### config.mk
export PLATFORM = sky130hd
export DESIGN_NAME = lr35902_oam_dma
export DESIGN_NICKNAME = d
export VERILOG_FILES = /design/src/rtl/lr35902_pkg.sv /design/src/rtl/lr35902_oam_dma.sv
export SDC_FILE = /design/constraint.sdc
export NUM_CORES = 1
export LEC_CHECK = 0
export ABC_AREA = 1
export BUFFER_PORTS_ARGS = -buffer_cell sky130_fd_sc_hd__buf_4
export CORE_MARGIN = 1
export CORE_UTILIZATION = 30
export CTS_CLUSTER_DIAMETER = 200
export DETAILED_ROUTE_END_ITERATION = 8
export GPL_ROUTABILITY_DRIVEN = 1
export HOLD_SLACK_MARGIN = 0.03
export SLEW_MARGIN = 20
export SYNTH_ARGS = -nofsm -noshare
export SYNTH_HDL_FRONTEND = slang
export SYNTH_SLANG_ARGS = --single-unit
### constraint.sdc
create_clock -name clk -period 1.3 [get_ports clk]
set_input_delay 0.195 -clock clk [delete_from_list [all_inputs] [get_ports clk]]
set_output_delay 0.195 -clock clk [all_outputs]
set_load 0.005 [all_outputs]
### src/rtl/lr35902_pkg.sv
// Shared LR35902 definitions: OAM DMA state encoding and constants.
// The internal RAM responders implement an edge-strobe contract. A read is captured on the
// first clock edge where read is high after being low. A write commits on the first edge
// where write is low after being high.
package lr35902_pkg;

    typedef enum logic [2:0] {
        DMA_IDLE,
        DMA_ISSUE,
        DMA_CAPTURE,
        DMA_WRITE,
        DMA_COMMIT
    } dma_state_t;

    localparam int         OAM_DMA_LEN   = 160;
    localparam logic [7:0] DMA_ECHO_BASE = 8'hE0;
    localparam logic [7:0] DMA_ECHO_OFS  = 8'h20;

    // Echo/IO pages fold back onto work RAM so DMA never reads the IO region.
    function automatic logic [7:0] dma_src_remap(input logic [7:0] hi);
        return (hi >= DMA_ECHO_BASE) ? hi - DMA_ECHO_OFS : hi;
    endfunction

endpackage

### src/rtl/lr35902_oam_dma.sv
// OAM DMA initiator: copies LEN bytes from page {src,00..} into OAM using the
// edge-strobe protocol, one byte per four clocks.
module lr35902_oam_dma
    import lr35902_pkg::*;
#(
    parameter int LEN = OAM_DMA_LEN
) (
    input  logic        clk,
    input  logic        nreset,
    input  logic        start,
    input  logic [7:0]  src_hi,
    output logic        busy,
    output logic [15:0] bus_adr,
    output logic        bus_read,
    input  logic [7:0]  bus_din,
    output logic [7:0]  oam_adr,
    output logic [7:0]  oam_dout,
    output logic        oam_write
);

    localparam logic [7:0] LAST = 8'(LEN - 1);

    dma_state_t state, state_nx;
    logic [7:0] src, src_nx;
    logic [7:0] idx, idx_nx;
    logic [7:0] data, data_nx;
    logic       pend, pend_nx;

    assign bus_adr  = {src, idx};
    assign oam_adr  = idx;
    assign oam_dout = data;

    always_comb begin
        state_nx = state;
        src_nx   = src;
        idx_nx   = idx;
        data_nx  = data;
        pend_nx  = pend;

        // A new source page is latched right away; the running byte still finishes.
        if (start)
            src_nx = dma_src_remap(src_hi);

        case (state)
            DMA_IDLE: begin
                if (start) begin
                    idx_nx   = 8'd0;
                    state_nx = DMA_ISSUE;
                end
            end
            DMA_ISSUE: begin
                if (start) pend_nx = 1'b1;
                state_nx = DMA_CAPTURE;
            end
            DMA_CAPTURE: begin
                if (start) pend_nx = 1'b1;
                data_nx  = bus_din;
                state_nx = DMA_WRITE;
            end
            DMA_WRITE: begin
                if (start) pend_nx = 1'b1;
                state_nx = DMA_COMMIT;
            end
            DMA_COMMIT: begin
                // A start arriving in COMMIT itself restarts too, even on the last byte.
                if (pend || start) begin
                    pend_nx  = 1'b0;
                    idx_nx   = 8'd0;
                    state_nx = DMA_ISSUE;
                end else if (idx == LAST) begin
                    state_nx = DMA_IDLE;
                end else begin
                    idx_nx   = idx + 8'd1;
                    state_nx = DMA_ISSUE;
                end
            end
            default: state_nx = DMA_IDLE;
        endcase
    end

    // Strobes and busy are registered from the next state so they are glitch-free.
    always_ff @(posedge clk or negedge nreset) begin
        if (!nreset) begin
            state     <= DMA_IDLE;
            src       <= 8'd0;
            idx       <= 8'd0;
            data      <= 8'd0;
            pend      <= 1'b0;
            busy      <= 1'b0;
            bus_read  <= 1'b0;
            oam_write <= 1'b0;
        end else begin
            state     <= state_nx;
            src       <= src_nx;
            idx       <= idx_nx;
            data      <= data_nx;
            pend      <= pend_nx;
            busy      <= (state_nx != DMA_IDLE);
            bus_read  <= (state_nx == DMA_ISSUE);
            oam_write <= (state_nx == DMA_WRITE);
        end
    end

endmodule

* Word level (Yosys, flattened, before mapping) *
Index checks and enable logic that the tools add are counted.

word-level totals
  input bits = 19
  bits in latches = 0
  flip-flop bits (word level) = 31
  word-level logic and storage cells = 42
  memories kept = 0
  memory bits (writable) = 0
  output and inout bits = 35
  memory bits (read-only) = 0

operators by class
  reductions and logical operators = 8
  eq/ne operators = 11
  muxes and demuxes = 12
  shifts and indexed selects = 0
  multiply operators = 0
  bitwise operators = 0
  magnitude comparators = 1
  add/subtract/negate cells = 2
  div/mod/pow operators = 0

operators with widths
  kind                                                      count
  two-way mux 8 bit                                         4
  case mux 8 bit (2 select lines)                           1
  case mux 3 bit (5 select lines)                           1
  equality test 3 x 2 -> 1 bit, second input constant       3
  adder 8 x 1 -> 8 bit, second input constant               1
  equality test 8 bit, second input constant                1
  greater-or-equal comparator 8 bit, second input constant  1
  subtractor 8 x 6 -> 8 bit, second input constant          1
  equality test 3 x 1 -> 1 bit, second input constant       2
  AND reduction 3 bit                                       2
  two-way mux 1 bit                                         4
  inequality test 2 bit, second input constant              2
  nonzero test 2 bit                                        2
  equality test 3 bit, second input constant                1
  logical NOT 3 bit                                         1
  two-way mux 3 bit                                         1
  inequality test 3 bit, second input constant              1
  nonzero test 3 bit                                        1
  OR reduction 3 bit                                        1
  inequality test 2 x 1 -> 1 bit, second input constant     1
  case mux 1 bit (2 select lines)                           1
  logical OR 1 bit                                          1

* Depth between registers and ports, before layout *
Gate-level depths: netlist (run 1).

  depth in word-level cells = 5
  mapped depth = 8
  depth with buffers taken out = 8

* Worst setup path before layout (run 1) *
No wires, ideal clock.

  path kind = register to register
  start point = register idx[0] (netlist: oam_adr[0])
  end point = register idx[3] (netlist: oam_adr[3])
  required time = 1182 ps
  cell stages (with the launch flop) = 7
  path slack = -121 ps
  period minus slack after synthesis = 1421 ps
  arrival time = 1303 ps
  buffers on the path = 0
  library setup time = 118 ps
  cell sequence = dfrtp_1 -> ha_1 -> nand4_4 -> o21ai_4 -> nand2_4 -> nand2_1 -> o21ai_2

between the ends
  longest elaborated chain between the ends = 4
  elaborated cells on any way between the ends = 7
  classes of those cells = add/sub: 1; eq/ne: 2; mux: 3; reduce/logical: 1

RTL lines
  what                             line                   RTL
  start, declared                  lr35902_oam_dma.sv:25  logic [7:0] idx, idx_nx;
  start signal, assigned           lr35902_oam_dma.sv:95  idx <= idx_nx;
  adder 8 x 1 -> 8 bit             lr35902_oam_dma.sv:73  idx_nx = idx + 8'd1;
  two-way mux 8 bit                lr35902_oam_dma.sv:70  end else if (idx == LAST) begin
  two-way mux 8 bit                lr35902_oam_dma.sv:66  if (pend || start) begin
  case mux 8 bit (2 select lines)  lr35902_oam_dma.sv:44  case (state)

Several ways; a longest one is shown, not always the timed one. The select of a mux whose other input is x is not followed.
A chain may end at the register's enable or synchronous reset.

* Worst setup path in the final report (run 1) *
  start point = register idx[0] (netlist: oam_adr[0])
  end point = register idx[7] (netlist: oam_adr[7])

Same word-level chain as after synthesis.

==> impl_metrics.py, run 1 <==
metrics = {
    "power_and_ir_drop": {
        "leakage_uw": 0.00112,
        "p_per_area_nw_per_um2": 896,
        "peakVddDrop_uv": 503,
    },
    "setup_path": {
        "regToRegStartpoint": "oam_adr[0]",
        "critPathLaunchType": "register",
        "crit_start": "oam_adr[0]",
        "crit_fanout": 8,
        "r2r_cells": 6,
        "crit_end": "oam_adr[7]",
        "r2r_end": "oam_adr[7]",
        "critical_path_class": "reg -> reg",
        "worst-r2r-setup-slack_ps": 9,
        "end_kind": "register",
        "arrival_ps": 1470,
        "crit_required_ps": 1480,
    },
    "yosys": {
        "synth-edff-count": 0,
        "synth_cells": 162,
        "yosys.area.top_type_share": 0.508,
        "synth-seq-cells": 31,
        "ys_seq_area_frac": 0.508,
        "ys_warn_count": 0,
        "syn_area_sq_um": 1530,
        "synth_nets": 183,
        "synth_cell_types": 32,
        "synth.avg_cell_area_sq_um": 9.42,
        "synth_top_area_cell": "dfrtp_1",
        "synth_area_leaders": "dfrtp_1 (51%), nand2_1 (12%), nand3_1 (6.2%), buf_4 (3.9%), mux2_2 (3.7%)",
        "synth_ff_type": "dfrtp_1",
        "async_flop_share": 1.00,
    },
    "place": {
        "io_buffer_count": 53,
        "gp_congestion": 0.788,
        "dp_cells": 287,
        "placed_area_sq_um": 2060,
        "dp_hpwl_um": 2470,
    },
    "global_route": {
        "antenna_found_initial": 0,
        "overflow": 0,
        "grt_pass1_wl_um": 5660,
        "grt_pass1_vias": 1261,
        "grt_max_degree": 32,
        "grt_usage": 0.138,
    },
    "detailed_routing": {
        "viasPerCell": 4.28,
        "first_pass_iters": 4,
        "routedWlPerCell_um": 11.3,
        "routed_wl_um": 3380,
        "drc": 0,
        "drt_iter0_drc": 36,
        "via_count": 1285,
        "ant_nets": 0,
    },
    "clock_network": {
        "clk_pin_slew_ps": 70,
        "cts.sinks": 31,
        "insertion_delay_ps": 280,
        "htree_levels": 2,
        "cts_buffer_depth": 2,
        "cts_tree": "yes",
        "root_buffer": "clkbuf_8",
        "cts_made_buffers": 5,
    },
    "layout": {
        "stdcell_count": 300,
        "drive_gt1_frac": 0.459,
        "n_antenna_cell": 0,
        "nets": 253,
        "syn_to_final_growth_pct": 44.5,
        "fin_area_sq_um": 2210,
    },
    "timing": {
        "rsz0062_at_grt": "yes",
        "max_freq_mhz": 775,
        "finalSetupViolations": 0,
        "worst_slew_pin_slew_ps": 398,
        "finClkSkew_ps": 6.58,
        "slew_viol_final": 0,
        "slew_headroom": 0.734,
        "hold_viol": 0,
        "fin_crit_ps": 1290,
        "finalCritPeriodShare": 0.993,
    },
    "floorplan": {
        "coreArea_sq_um": 4820,
        "die-area_sq_um": 5380,
        "start_util": 0.317,
        "pin_count": 54,
        "dieHeight_um": 73.3,
        "die_x_um": 73.3,
        "row_count": 25,
    },
    "flow_run": {
        "max-cap-violations": 0,
    },
    "run_status": {
        "outcome": "completed",
    },
    "worst_hold_path": {
        "hold_class": "in -> reg",
    },
}
[final cells by class]
cell class / count / area [sq um]
tap: 67 / 83.8
clock inverter: 2 / 12.5
multi-input combinational: 106 / 647
clock buffer: 6 / 72.6
timing repair buffer: 73 / 554
fill: 494 / 2610
inverter: 15 / 56.3
sequential: 31 / 779
[sequential cells by signal, summed over array words and instances, names as in the netlist]
signal and count:
pend 1, bus_read 1, state 3, src 8
oam_write 1, oam_adr 8, busy 1, oam_dout 8
[metal layers]
layer / routed length (um) / vias to the layer above / track usage
li1: - / 658 / -
met2: 1550 / 43 / 0.223
met5: 0 / - / 0
met1: 1580 / 579 / 0.179
met3: 208 / 5 / 0.0425
met4: 38 / 0 / 0.0385
[cells by family (layout without fill, tap and decap cells)]
family | count (synthesis) | in the layout | share of synthesized area
buf+inv | 25 | 96 | 0.0869
flops | 31 | 31 | 0.508
mux | 5 | 5 | 0.0369
simple gates | 86 | 86 | 0.292
compound gates | 13 | 13 | 0.0598
fa+ha+maj | 2 | 2 | 0.0164
[metrics by stage]
step | setup TNS, ps | setup WS (ps) | util | hold WS [ps] | total power, uW
2_1_floorplan | 0 | 10.2 | - | -101 | 1110
3_3_place_gp | 0 | 56.0 | 0.428 | 162 | 1250
3_5_place_dp | 0 | 28.8 | 0.428 | 164 | 1250
4_1_cts | 0 | 16.1 | 0.447 | 96.6 | 2010
5_1_grt | -208 | -42.5 | 0.458 | 106 | 2090
6_report | 0 | 8.94 | 0.458 | 104 | 1980
[how the worst min path moves through the flow]
stage / startpoint / endpoint / slack, ps / cells past startpoint
floorplan: nreset / bus_read / -100 / 0
global placement: nreset / oam_write / 160 / 1
detailed placement: nreset / oam_dout[2] / 160 / 1
CTS: bus_din[7] / oam_dout[7] / 100 / 3
global route: bus_din[5] / oam_dout[5] / 110 / 3
finish: bus_din[7] / oam_dout[7] / 100 / 3
[power by group]
group | internal (uW) | switching, uW
registers | 1010 | 24.5
clock network | 373 | 367
logic | 122 | 84.2
total | 1500 | 476
[Yosys cell counts (2+ instances only)]
master and count:
buf_4 8, dfrtp_1 31, ha_1 2, inv_1 13, inv_2 2, mux2_2 5, nand2_1 47, nand3_1 19
nor2_1 7, o21ai_0 5, o21ai_2 2
[critical path: stages, from the launching register on]
cell,delay [ps]
dfrtp_2,400
ha_4,160
nand4_4,120
o21ai_4,240
nand2_4,130
nand2_1,90
nand2_1,50
[layout by cell type, fill, tap and decap left out, types with 2 or more instances in the layout]
master | Yosys | routed
buf_4 | 8 | 71
nand2_1 | 47 | 46
dfrtp_1 | 31 | 28
nand3_1 | 19 | 18
inv_1 | 13 | 13
nor2_1 | 7 | 6
mux2_2 | 5 | 5
clkbuf_8 | 0 | 5
o21ai_0 | 5 | 4
dfrtp_2 | 0 | 3
nor2_2 | 1 | 2
nand2_2 | 1 | 2
inv_2 | 2 | 2
nor3_4 | 1 | 2
nand3_2 | 1 | 2
o21ai_2 | 2 | 2
[timing repair]
item	in CTS	in global routing
setup buffers	0	4
hold buffers	1	0
endpoints found under the setup margin	0	8
hold endpoints to repair	31	0
resized for setup	0	7
Power figures use the tool's default switching activity.
==> run 2, diff against run 1 <==
Settings changed: CORE_UTILIZATION 30 to 49, PLACE_DENSITY set to 0.79.
Clock period 1.3 ns to 1.4 ns, I/O delays scaled along.
==> run 2 against run 1 <==
- critical path depth unchanged
- hold slack worse by 29 ps
- register-to-register slack better by 40 ps
- clock skew up 4.8 ps
- critical endpoint is now oam_adr[0]
- the run now ends with design-rule violations left
- global-route usage up 9.1 points
- largest cell class unchanged
==> impl_metrics.py, run 2 (synthesis results as in run 1) <==
metrics = {
    "run_status": {
        "violations": "design-rule violations",
        "outcome": "finished with violations",
    },
    "timing": {
        "finClkSkew_ps": 11.4,
        "fin_crit_ps": 1350,
        "hold_ws_ps": 75.1,
        "tns_ps": 0,
        "max_freq_mhz": 740,
        "finalCritPeriodShare": 0.965,
        "slew_headroom": 0.744,
        "worst_slew_pin_slew_ps": 384,
        "slew_viol_final": 0,
        "finalSetupViolations": 0,
        "hold_viol": 0,
        "rsz0062_at_grt": "yes",
    },
    "worst_hold_path": {
        "hold_class": "in -> reg",
        "holdPathStages": 3,
        "min_from": "bus_din[6]",
        "holdPathEnd": "oam_dout[6]",
    },
    "detailed_routing": {
        "routedWlPerCell_um": 13.1,
        "viasPerCell": 5.16,
        "drc": 4,
        "first_pass_iters": 6,
        "ant_nets": 0,
        "routed_wl_um": 3380,
        "via_count": 1331,
        "drt_iter0_drc": 67,
    },
    "layout": {
        "final_cell_mix": "buf_4 (64), nand2_1 (46), dfrtp_1 (29), nand3_1 (19), inv_1 (13)",
        "n_antenna_cell": 0,
        "nFillCells": 221,
        "stdcell_count": 258,
        "drive_gt1_frac": 0.454,
        "syn_to_final_growth_pct": 38.0,
        "fin_area_sq_um": 2110,
        "layout_commonest_cell": "buf_4",
        "nets": 247,
    },
    "flow_run": {
        "max-cap-violations": 0,
    },
    "clock_network": {
        "cts_tree": "yes",
        "root_buffer": "clkbuf_4",
        "cts_made_buffers": 5,
        "clk_pin_slew_ps": 100,
        "cts.sinks": 31,
        "insertion_delay_ps": 330,
        "htree_levels": 2,
        "cts_buffer_depth": 2,
    },
    "power_and_ir_drop": {
        "swShare": 0.234,
        "p_per_area_nw_per_um2": 828,
        "leakage_uw": 0.00108,
        "p_sw_uw": 408,
        "power_frac_seq": 0.547,
        "p_clk_frac": 0.344,
        "p_total_uw": 1740,
        "comb_power_share": 0.109,
        "internal_power_uw": 1340,
        "peakVddDrop_uv": 740,
    },
    "floorplan": {
        "start_util": 0.535,
        "coreArea_sq_um": 2850,
        "row_count": 19,
        "dieHeight_um": 57.8,
        "die-area_sq_um": 3340,
        "die_x_um": 57.8,
        "pin_count": 54,
    },
    "place": {
        "gp_congestion": 0.850,
        "io_buffer_count": 53,
        "placed_area_sq_um": 1950,
        "dp_hpwl_um": 2510,
        "dp_cells": 245,
    },
    "global_route": {
        "grt_pass1_vias": 1377,
        "antenna_found_initial": 0,
        "overflow": 0,
        "grt_pass1_wl_um": 5800,
        "grt_max_degree": 32,
        "grt_usage": 0.229,
    },
    "setup_path": {
        "slowest_stage": "dfrtp_1",
        "crit_fanout": 8,
        "crit_path_cell_trace": "ha_4 > nand4_4 > o21ai_4 > nand2_4 > nand3_1 > nand2_1",
        "worst-r2r-setup-slack_ps": 50,
        "r2r_end": "oam_adr[0]",
        "crit_required_ps": 1620,
        "regToRegStartpoint": "oam_adr[0]",
        "arrival_ps": 1570,
        "end_kind": "register",
        "critical_path_class": "reg -> reg",
        "r2r_cells": 6,
        "critPathLaunchType": "register",
        "cpPeakStageDelay_ps": 420,
    },
}
[run 2: changes by cell type in the layout (fill, tap and decap cells not counted), sizes merged]
| cell | before | now |
|---|---|---|
| buf | 72 | 66 |
| clkinv | 1 | 0 |
| clkbuf | 6 | 7 |
[run 2: stage by stage]
stage           util  worst slack (ps)
6_report       0.739              49.5
5_1_grt        0.739             -24.8
4_1_cts        0.718              9.61
3_5_place_dp   0.685              23.9
3_3_place_gp   0.685              92.2
2_1_floorplan      -              4.50
[run 2: critical path, delay by kind of cell (launching register included)]
kind | cells | cell delay (ps)
flops | 1 | 420
simple gates | 4 | 420
compound gates | 1 | 230
fa+ha+maj | 1 | 170
[run 2: power by group through the flow]
| stage | combinational, uW | clock [uW] | sequential (uW) |
|---|---|---|---|
| detailed placement | 190 | 0 | 972 |
| global placement | 183 | 0 | 970 |
| finish | 190 | 600 | 955 |
| global route | 211 | 660 | 960 |
| CTS | 192 | 618 | 955 |
| floorplan | 59.6 | 0 | 974 |
[run 2: worst max-delay path by stage]
stage | cells after the start | start | to | slack, ps
floorplan | 6 | oam_adr[0] | oam_adr[3] | 4
global placement | 6 | oam_adr[0] | oam_adr[2] | 90
detailed placement | 6 | oam_adr[0] | oam_adr[2] | 20
CTS | 6 | oam_adr[0] | oam_adr[0] | 10
global route | 9 | oam_adr[6] | oam_adr[7] | -20
finish | 6 | oam_adr[0] | oam_adr[0] | 50
[run 2: metal layers]
| layer | track usage | part of all wire | vias up |
|---|---|---|---|
| li1 | - | - | 644 |
| met1 | 0.252 | 0.39 | 632 |
| met2 | 0.412 | 0.53 | 48 |
| met3 | 0.0804 | 0.061 | 7 |
| met4 | 0.0714 | 0.012 | 0 |
| met5 | 0 | 0 | - |
[run 2: what timing repair did]
action / CTS / global route
hold buffers: 1 / 0
setup endpoints to repair: 3 / 8
pin swaps: 1 / 2
endpoints found under the hold margin: 31 / 0
gates resized for setup: 1 / 12
cloned: 0 / 0
setup buffers: 1 / 3
[run 2: cell type report]
cell class              instances  area (sq um)  share of cell area
flip-flops and latches         31           778               0.369
repair buffers                 67           513               0.243
clock inverters                 1          7.51             0.00356
multi-input cells             106           648               0.308
well taps                      31          38.8              0.0184
clock buffers                   7          65.1              0.0309
inverters                      15          56.3              0.0267
